--- src/rtl/seven_seg_scan_ctrl.sv ---
// Time-multiplexed N-digit seven-segment scanner with dead-time and LZ blanking.
// Ports: clk, reset(async high), digits, dp_in, digit_en, lz_suppress, blank -> an, seg, dp, digit_idx, frame_tick.
module seven_seg_scan_ctrl #(
    parameter int NUM_DIGITS   = 4,
    parameter int REFRESH_DIV  = 100000,
    parameter int BLANK_CYCLES = 16,
    parameter bit ACTIVE_LOW   = 1'b1,
    localparam int IW = (NUM_DIGITS > 1) ? $clog2(NUM_DIGITS) : 1,
    localparam int CW = $clog2(REFRESH_DIV)
) (
    input  logic                    clk,
    input  logic                    reset,
    input  logic [4*NUM_DIGITS-1:0] digits,
    input  logic [NUM_DIGITS-1:0]   dp_in,
    input  logic [NUM_DIGITS-1:0]   digit_en,
    input  logic                    lz_suppress,
    input  logic                    blank,
    output logic [NUM_DIGITS-1:0]   an,
    output logic [6:0]              seg,
    output logic                    dp,
    output logic [IW-1:0]           digit_idx,
    output logic                    frame_tick
);

    localparam logic [NUM_DIGITS-1:0] AN_POL  = {NUM_DIGITS{ACTIVE_LOW}};
    localparam logic [6:0]            SEG_POL = {7{ACTIVE_LOW}};

    logic [CW-1:0] cnt;
    logic [IW-1:0] idx;
    logic          last_cnt;
    logic          last_idx;

    logic [NUM_DIGITS-1:0] supp;
    logic                  zrun;
    logic [3:0]            sel_nib;
    logic                  sel_en;
    logic                  sel_dp;
    logic                  sel_sup;
    logic                  lit;
    logic [NUM_DIGITS-1:0] an_n;
    logic [6:0]            seg_n;
    logic                  dp_n;

    function automatic logic [6:0] hex2seg(input logic [3:0] n);
        logic [6:0] s;
        case (n)
            4'h0: s = 7'h3F;
            4'h1: s = 7'h06;
            4'h2: s = 7'h5B;
            4'h3: s = 7'h4F;
            4'h4: s = 7'h66;
            4'h5: s = 7'h6D;
            4'h6: s = 7'h7D;
            4'h7: s = 7'h07;
            4'h8: s = 7'h7F;
            4'h9: s = 7'h6F;
            4'hA: s = 7'h77;
            4'hB: s = 7'h7C;
            4'hC: s = 7'h39;
            4'hD: s = 7'h5E;
            4'hE: s = 7'h79;
            default: s = 7'h71;
        endcase
        return s;
    endfunction

    assign last_cnt = (cnt == CW'(REFRESH_DIV - 1));
    assign last_idx = (idx == IW'(NUM_DIGITS - 1));

    always_ff @(posedge clk or posedge reset) begin
        if (reset) begin
            cnt <= '0;
            idx <= '0;
        end else if (last_cnt) begin
            cnt <= '0;
            idx <= last_idx ? '0 : idx + 1'b1;
        end else begin
            cnt <= cnt + 1'b1;
        end
    end

    // Walk from the most significant digit down; a digit is suppressed while
    // every nibble at or above it is zero. Digit 0 always shows.
    always_comb begin
        zrun = 1'b1;
        supp = '0;
        for (int i = NUM_DIGITS - 1; i >= 0; i--) begin
            zrun    = zrun && (digits[4*i +: 4] == 4'h0);
            supp[i] = lz_suppress && zrun && (i != 0);
        end
    end

    always_comb begin
        sel_nib = 4'h0;
        sel_en  = 1'b0;
        sel_dp  = 1'b0;
        sel_sup = 1'b0;
        for (int i = 0; i < NUM_DIGITS; i++) begin
            if (idx == IW'(i)) begin
                sel_nib = digits[4*i +: 4];
                sel_en  = digit_en[i];
                sel_dp  = dp_in[i];
                sel_sup = supp[i];
            end
        end
    end

    // Leading cycles of each slot keep all anodes dark to avoid ghosting.
    assign lit   = (cnt >= CW'(BLANK_CYCLES)) && !blank && sel_en && !sel_sup;
    assign an_n  = lit ? (NUM_DIGITS'(1) << idx) : '0;
    assign seg_n = lit ? hex2seg(sel_nib) : 7'h00;
    assign dp_n  = lit && sel_dp;

    always_ff @(posedge clk or posedge reset) begin
        if (reset) begin
            an         <= AN_POL;
            seg        <= SEG_POL;
            dp         <= ACTIVE_LOW;
            digit_idx  <= '0;
            frame_tick <= 1'b0;
        end else begin
            an         <= an_n ^ AN_POL;
            seg        <= seg_n ^ SEG_POL;
            dp         <= dp_n ^ ACTIVE_LOW;
            digit_idx  <= idx;
            frame_tick <= last_cnt && last_idx;
        end
    end

endmodule

--- config.mk ---
export PLATFORM = sky130hd
export DESIGN_NAME = seven_seg_scan_ctrl
export DESIGN_NICKNAME = d
export VERILOG_FILES = /design/src/rtl/seven_seg_scan_ctrl.sv
export SDC_FILE = /design/constraint.sdc
export NUM_CORES = 1
export LEC_CHECK = 0
export CORE_AREA = 5 5 69 71
export CTS_CLUSTER_DIAMETER = 80
export CTS_CLUSTER_SIZE = 25
export DETAILED_ROUTE_END_ITERATION = 10
export DIE_AREA = 0 0 74 76
export PLACE_DENSITY = 0.82
export SETUP_SLACK_MARGIN = 0.02
export SYNTH_ARGS = -nofsm -noshare
export SYNTH_HDL_FRONTEND = slang
export SYNTH_SLANG_ARGS = --single-unit
--- constraint.sdc ---
create_clock -name clk -period 2.7 [get_ports clk]
set_clock_uncertainty 0.1 [all_clocks]
set_input_delay 0.405 -clock clk [delete_from_list [all_inputs] [get_ports clk]]
set_output_delay 0.405 -clock clk [all_outputs]
set_load 0.02 [all_outputs]
==> results of run 1 <==
[power groups by stage]
stage | clock network [uW] | logic (uW) | registers (uW)
floorplan | 0 | 52.0 | 543
global placement | 0 | 130 | 533
detailed placement | 0 | 132 | 533
CTS | 384 | 132 | 524
global route | 403 | 146 | 524
finish | 371 | 133 | 524
[cells in the mapped netlist, types with 2 or more instances]
| library cell | count | share of area (%) |
|---|---|---|
| buf_4 | 3 | 1.1 |
| nand4_1 | 5 | 1.6 |
| o221ai_1 | 4 | 1.8 |
| xnor2_1 | 8 | 3.6 |
| nor2_2 | 2 | 0.64 |
| o21ai_0 | 6 | 1.5 |
| o211ai_1 | 3 | 1.1 |
| o21a_1 | 3 | 1.1 |
| and3_1 | 2 | 0.64 |
| mux2i_1 | 3 | 1.5 |
| a21oi_1 | 2 | 0.51 |
| inv_1 | 9 | 1.7 |
| ha_1 | 12 | 7.7 |
| nand3b_1 | 2 | 0.77 |
| nor3_1 | 6 | 1.5 |
| nand2_1 | 28 | 5.4 |
| buf_6 | 2 | 1.1 |
| nand3_1 | 13 | 3.3 |
| dfstp_2 | 12 | 16 |
| nor4_1 | 5 | 1.6 |
| xor2_1 | 7 | 3.1 |
| nand2b_1 | 3 | 0.96 |
| o211a_1 | 3 | 1.5 |
| nor2_1 | 15 | 2.9 |
| dfrtp_1 | 22 | 28 |
[kinds of logic after synthesis]
kind of cell,after synthesis,synth area share [%]
AOI/OAI and AO/OA,32,12.7
xor gates and xnor gates,15,6.70
adders and majority gates,12,7.66
buffers and inverters,15,4.21
DFF,34,44.2
muxes,5,2.68
and+or+nand+nor,87,21.9
[sequential cells by signal (all words and copies together) (netlist names)]
name / flops
frame_tick: 1
dp: 1
cnt: 17
seg: 7
digit_idx: 2
idx: 2
an: 4
[final cells by class]
| cell class | count | area, um2 |
|---|---|---|
| clock buffers | 5 | 68.8 |
| clock inverters | 3 | 21.3 |
| fillers | 371 | 1650 |
| inverters | 10 | 37.5 |
| multi-input cells | 151 | 1020 |
| flip-flops and latches | 34 | 866 |
| well taps | 52 | 65.1 |
| repair buffers | 45 | 443 |
[worst register-to-register path, cell delays in order, from the launching register on]
cell and delay, ps:
dfrtp_1 450, inv_1 110, ha_1 340, inv_2 130, o21a_1 200, a22oi_1 200
inv_1 130, ha_1 330, nand2_1 60, a311o_1 340
[through the flow]
step	util [%]	cell area, um2	hold WS (ps)	worst slack [ps]
global placement	58.1	2420	328	238
detailed placement	58.1	2420	356	224
global route	60.5	2530	405	63.6
floorplan	-	1960	316	375
finish	60.5	2530	368	236
CTS	60.2	2510	374	186
[repair_timing]
| item | in CTS | in global routing |
|---|---|---|
| hold endpoints to repair | 0 | 0 |
| gates resized for setup | 0 | 2 |
| setup endpoints to repair | 0 | 3 |
[worst max-delay path by stage]
| stage | from | endpoint | cells after the start | slack [ps] |
|---|---|---|---|---|
| finish | idx[0] | seg[1] | 9 | 240 |
| global route | idx[0] | seg[1] | 9 | 60 |
| CTS | idx[0] | seg[3] | 9 | 190 |
| detailed placement | idx[0] | seg[3] | 9 | 220 |
| global placement | idx[0] | seg[3] | 9 | 240 |
| floorplan | idx[0] | seg[1] | 9 | 380 |
[routing by layer]
metal	up-vias	routed length (um)	global-route usage (%)	part of all wire (%)
met4	0	91	6.16	2.1
met3	11	213	3.30	4.8
met5	-	0	0	0
met1	773	1990	22.9	45
li1	798	-	-	-
met2	53	2130	26.6	48
==> reports/summary.txt, run 1 <==
# nets final - 287
Post-route setup TNS - 0 ps
Startpoint types - flip-flop
Bufs on Longest Clock Path - 2
Placer congestion estimate - 0.939
Slowest stage delay, CP - 450 ps
Starting Density - 47.0%
Worst hold stages - 0
Post CTS Setup Buffer Count - 0
Crit path cell chain - inv_1, ha_1, inv_2, o21a_1, a22oi_1, inv_1, ha_1, nand2_1, a311o_1
HP Class - reg -> reg
Fin. max-slew vios - 0
Layout cells sized above 1 - 13.3%
# Max-Cap Violations - 0
P_int - 773 uW
# hold bufs at CTS - 0
Port bufs - 42
Number of global-route vias before repair - 1627
Wire length of the first global-routing pass - 7470 um
Share of total power in sequential cells - 51.0%
CP delay by family, top - compound AO/OA/AOI/OAI gates
Area growth syn-to-layout - 28.8%
Leakage - 0.00105 uW
Initial antenna violation count - 0
Yosys Warn Count - 0
Die width - 74 um
Worst hold start - idx[1]
Comb pwr share - 13.0%
Commonest non-fill, non-tap cell in the layout - clkdlybuf4s50_1
WHS Endpoint - digit_idx[1]
CTS tree - yes
CTS Buf Count - 5
Syn Area/Cell - 9.80 um2
Via count - 1635
Root Buffer - clkbuf_8
Mapped Nets - 240
Post-synth EDFFs - 0
Post-DP HPWL - 3370 um
WS Path Type - reg -> reg
Worst-case reg-to-reg path depth - 9
Worst r2r src - idx[0]
R2R Setup Slk - 240 ps
Chip height - 76 um
Slowest-stage cell, CP - dfrtp_1
# IOs - 43
Share of flip-flops with an asynchronous set or reset - 100%
H-tree depth - 2
Cell area after synthesis - 1960 um2
CP endpoint kind - flip-flop
Worst Path Required - 2810 ps
Switching share of total power - 24.8%
Row count - 24
Worst path bufs/invs - 3
Die area - 5620 um2
WL per Instance - 14.8 um
RR Endpoint - seg[1]
Drt total wl - 4430 um
RSZ-0062 raised after global routing - no
Clk sinks - 34
Status - complete, no violations
Switching power - 255 uW
Worst slew pin tran - 474 ps
Clk pwr share - 36.1%
Max VDD drop - 0.282 mV
Ant diodes - 0
DRC Markers - 0
CTS clk-pin slew, worst paths - 70 ps
Pin count of the biggest net entering global routing - 35
Total track usage - 16.9%
Final setup vio count - 0
Final Cycle Share - 91.2%
FMAX - 0.406 GHz
Register area share after synthesis - 44.2%
Placed Cells - 292
Post-synth cell types - 45
Core region area - 4170 um2
Via density - 5.45
Hold Violations, Final - 0
Fin cells - 300
Clk Latency, worst-skew pair - 280 ps
Worst-path maximum fanout - 6
Commonest cells after routing, fill and taps aside - clkdlybuf4s50_1, nand2_1, dfrtp_1, nor2_1, nand3_1
Post-synthesis instance total - 200
Power Density - 407 nW/um2
Grt total ovfl - 0
Post-synthesis register bit count - 34
Slew HR - 68.1%
Synth Flop Type - dfrtp_1
Total power - 1030 uW
Minimum clock period - 2460 ps
1st-pass router iterations - 4
Worst path arrival time - 2580 ps
DRT iter0 DRCs - 122
ANT nets after route - 0
Note: power is estimated with default switching activity, not from simulation.
==> run 2, diff against run 1 <==
--- a/config.mk
+++ b/config.mk
@@ -10,8 +10,11 @@
 export CTS_CLUSTER_SIZE = 25
 export DETAILED_ROUTE_END_ITERATION = 10
 export DIE_AREA = 0 0 74 76
+export GPL_ROUTABILITY_DRIVEN = 1
+export MAX_ROUTING_LAYER = met4
 export PLACE_DENSITY = 0.82
 export SETUP_SLACK_MARGIN = 0.02
+export SLEW_MARGIN = 15
 export SYNTH_ARGS = -nofsm -noshare
 export SYNTH_HDL_FRONTEND = slang
 export SYNTH_SLANG_ARGS = --single-unit
==> reports/summary.txt, run 2 (same netlist as run 1, synthesis figures left out) <==
WS Path Type - reg -> reg
Worst Path Required - 2810 ps
Pre-CTS setup slack - 209 ps
Startpoint types - flip-flop
FMAX - 0.400 GHz
# IOs - 43
Area growth syn-to-layout - 28.8%
Commonest cells after routing, fill and taps aside - clkdlybuf4s50_1, nand2_1, dfrtp_1, nor2_1, nand3_1
ANT nets after route - 0
Minimum clock period - 2500 ps
Layout cells sized above 1 - 13.3%
Core region area - 4170 um2
CP startpoint - idx[0]
Crit path cell chain - inv_1, ha_1, inv_2, o21a_1, a22oi_1, inv_1, ha_1, nand2_1, a311o_1
Via count - 1618
Clk Latency, worst-skew pair - 280 ps
Number of global-route vias before repair - 1563
RSZ-0062 raised after global routing - no
Worst-path maximum fanout - 6
Hold Violations, Final - 0
Max reg flops - 17
DRC Markers - 0
Commonest non-fill, non-tap cell in the layout - clkdlybuf4s50_1
Root Buffer - clkbuf_8
Starting Density - 47.0%
Worst slew pin tran - 444 ps
Post-CTS Resized - 0
Placer congestion estimate - 0.946
Slew HR - 70.2%
Post-DP HPWL - 3340 um
Port bufs - 42
Reg with most FFs - cnt
HP Class - reg -> reg
# hold bufs at CTS - 0
Chip height - 76 um
Die width - 74 um
DRT iter0 DRCs - 118
Slowest stage delay, CP - 450 ps
CTS Buf Count - 5
Die area - 5620 um2
CTS tree - yes
Worst r2r src - idx[0]
Slowest-stage cell, CP - dfrtp_1
Biggest regs - cnt (17), seg (7), an (4)
Max VDD drop - 0.361 mV
Status - complete, no violations
Bufs on Longest Clock Path - 2
Grt total ovfl - 0
Final setup vio count - 0
# Max-Cap Violations - 0
Power Density - 407 nW/um2
H-tree depth - 2
CTS clk-pin slew, worst paths - 70 ps
Worst path arrival time - 2610 ps
Drt total wl - 4420 um
Clk sinks - 34
Fin. max-slew vios - 0
Final Cycle Share - 92.7%
Total track usage - 17.8%
Ant diodes - 0
Via density - 5.39
Worst hold start - idx[1]
Row count - 24
# nets final - 287
Post CTS Setup Buffer Count - 0
WL per Instance - 14.7 um
CP endpoint kind - flip-flop
Pin count of the biggest net entering global routing - 35
Leakage - 0.00105 uW
Worst Slack Setup Final - 198 ps
Initial antenna violation count - 0
Wire length of the first global-routing pass - 7680 um
Post-route setup TNS - 0 ps
1st-pass router iterations - 4
## run 2: cell counts in the layout (fill, tap and decap cells not counted)
Identical to the previous run, type by type.
## run 2: layout make-up
class / instances / area (um2)
tap: 52 / 65.1
multi-input combinational: 151 / 1020
inverter: 10 / 37.5
clock inverter: 3 / 21.3
fill: 349 / 1650
timing repair buffer: 45 / 443
sequential: 34 / 866
clock buffer: 5 / 68.8
## run 2: worst paths after layout
path	cells past startpoint	end	slack, ps
max	9	seg[1]	200
min in group asynchronous	3	cnt[1]	420
max in group asynchronous	3	an[2]	1750
max reg2reg	9	seg[1]	200
min reg2reg	0	digit_idx[1]	380
min	0	digit_idx[1]	380
## run 2: worst max-delay path: cells and delay by family, from the launching register on
| kind | cells | cell delay [ps] |
|---|---|---|
| AO/OA/AOI/OAI | 3 | 770 |
| adder cells (fa/ha/maj) | 2 | 660 |
| buffers and inverters | 3 | 400 |
| flip-flops | 1 | 450 |
| AND/OR/NAND/NOR | 1 | 50 |
## run 2: metal layers
| metal | GRT usage (%) | up-vias | wire length (um) |
|---|---|---|---|
| li1 | - | 797 | - |
| met1 | 24.7 | 767 | 2040 |
| met2 | 25.5 | 50 | 2080 |
| met3 | 4.62 | 4 | 237 |
| met4 | 5.43 | 0 | 58 |
| met5 | - | - | 0 |
## run 2: per-stage QoR
stage	cell area [um2]	hold WS [ps]	util, %	instances	power (uW)
after floorplan	1960	316	-	200	595
after global placement	2420	328	58.1	292	664
after detailed placement	2420	345	58.1	292	664
after CTS	2510	373	60.2	300	1040
after global routing	2530	397	60.5	300	1070
final	2530	376	60.5	300	1030
## run 2: power breakdown
part           leakage [uW]  switching [uW]  internal [uW]  total [uW]
logic              0.000589            63.5           69.6         133
clock network     0.0000441             190            181         371
registers          0.000419            1.68            522         524
total               0.00105             256            773        1030
==> run 3, diff against run 2 <==
--- a/config.mk
+++ b/config.mk
@@ -14,7 +14,6 @@
 export MAX_ROUTING_LAYER = met4
 export PLACE_DENSITY = 0.82
 export SETUP_SLACK_MARGIN = 0.02
-export SLEW_MARGIN = 15
 export SYNTH_ARGS = -nofsm -noshare
 export SYNTH_HDL_FRONTEND = slang
 export SYNTH_SLANG_ARGS = --single-unit
==> results of run 3 <==
Same layout as run 2: the final DEF is identical, and so are final timing and power.
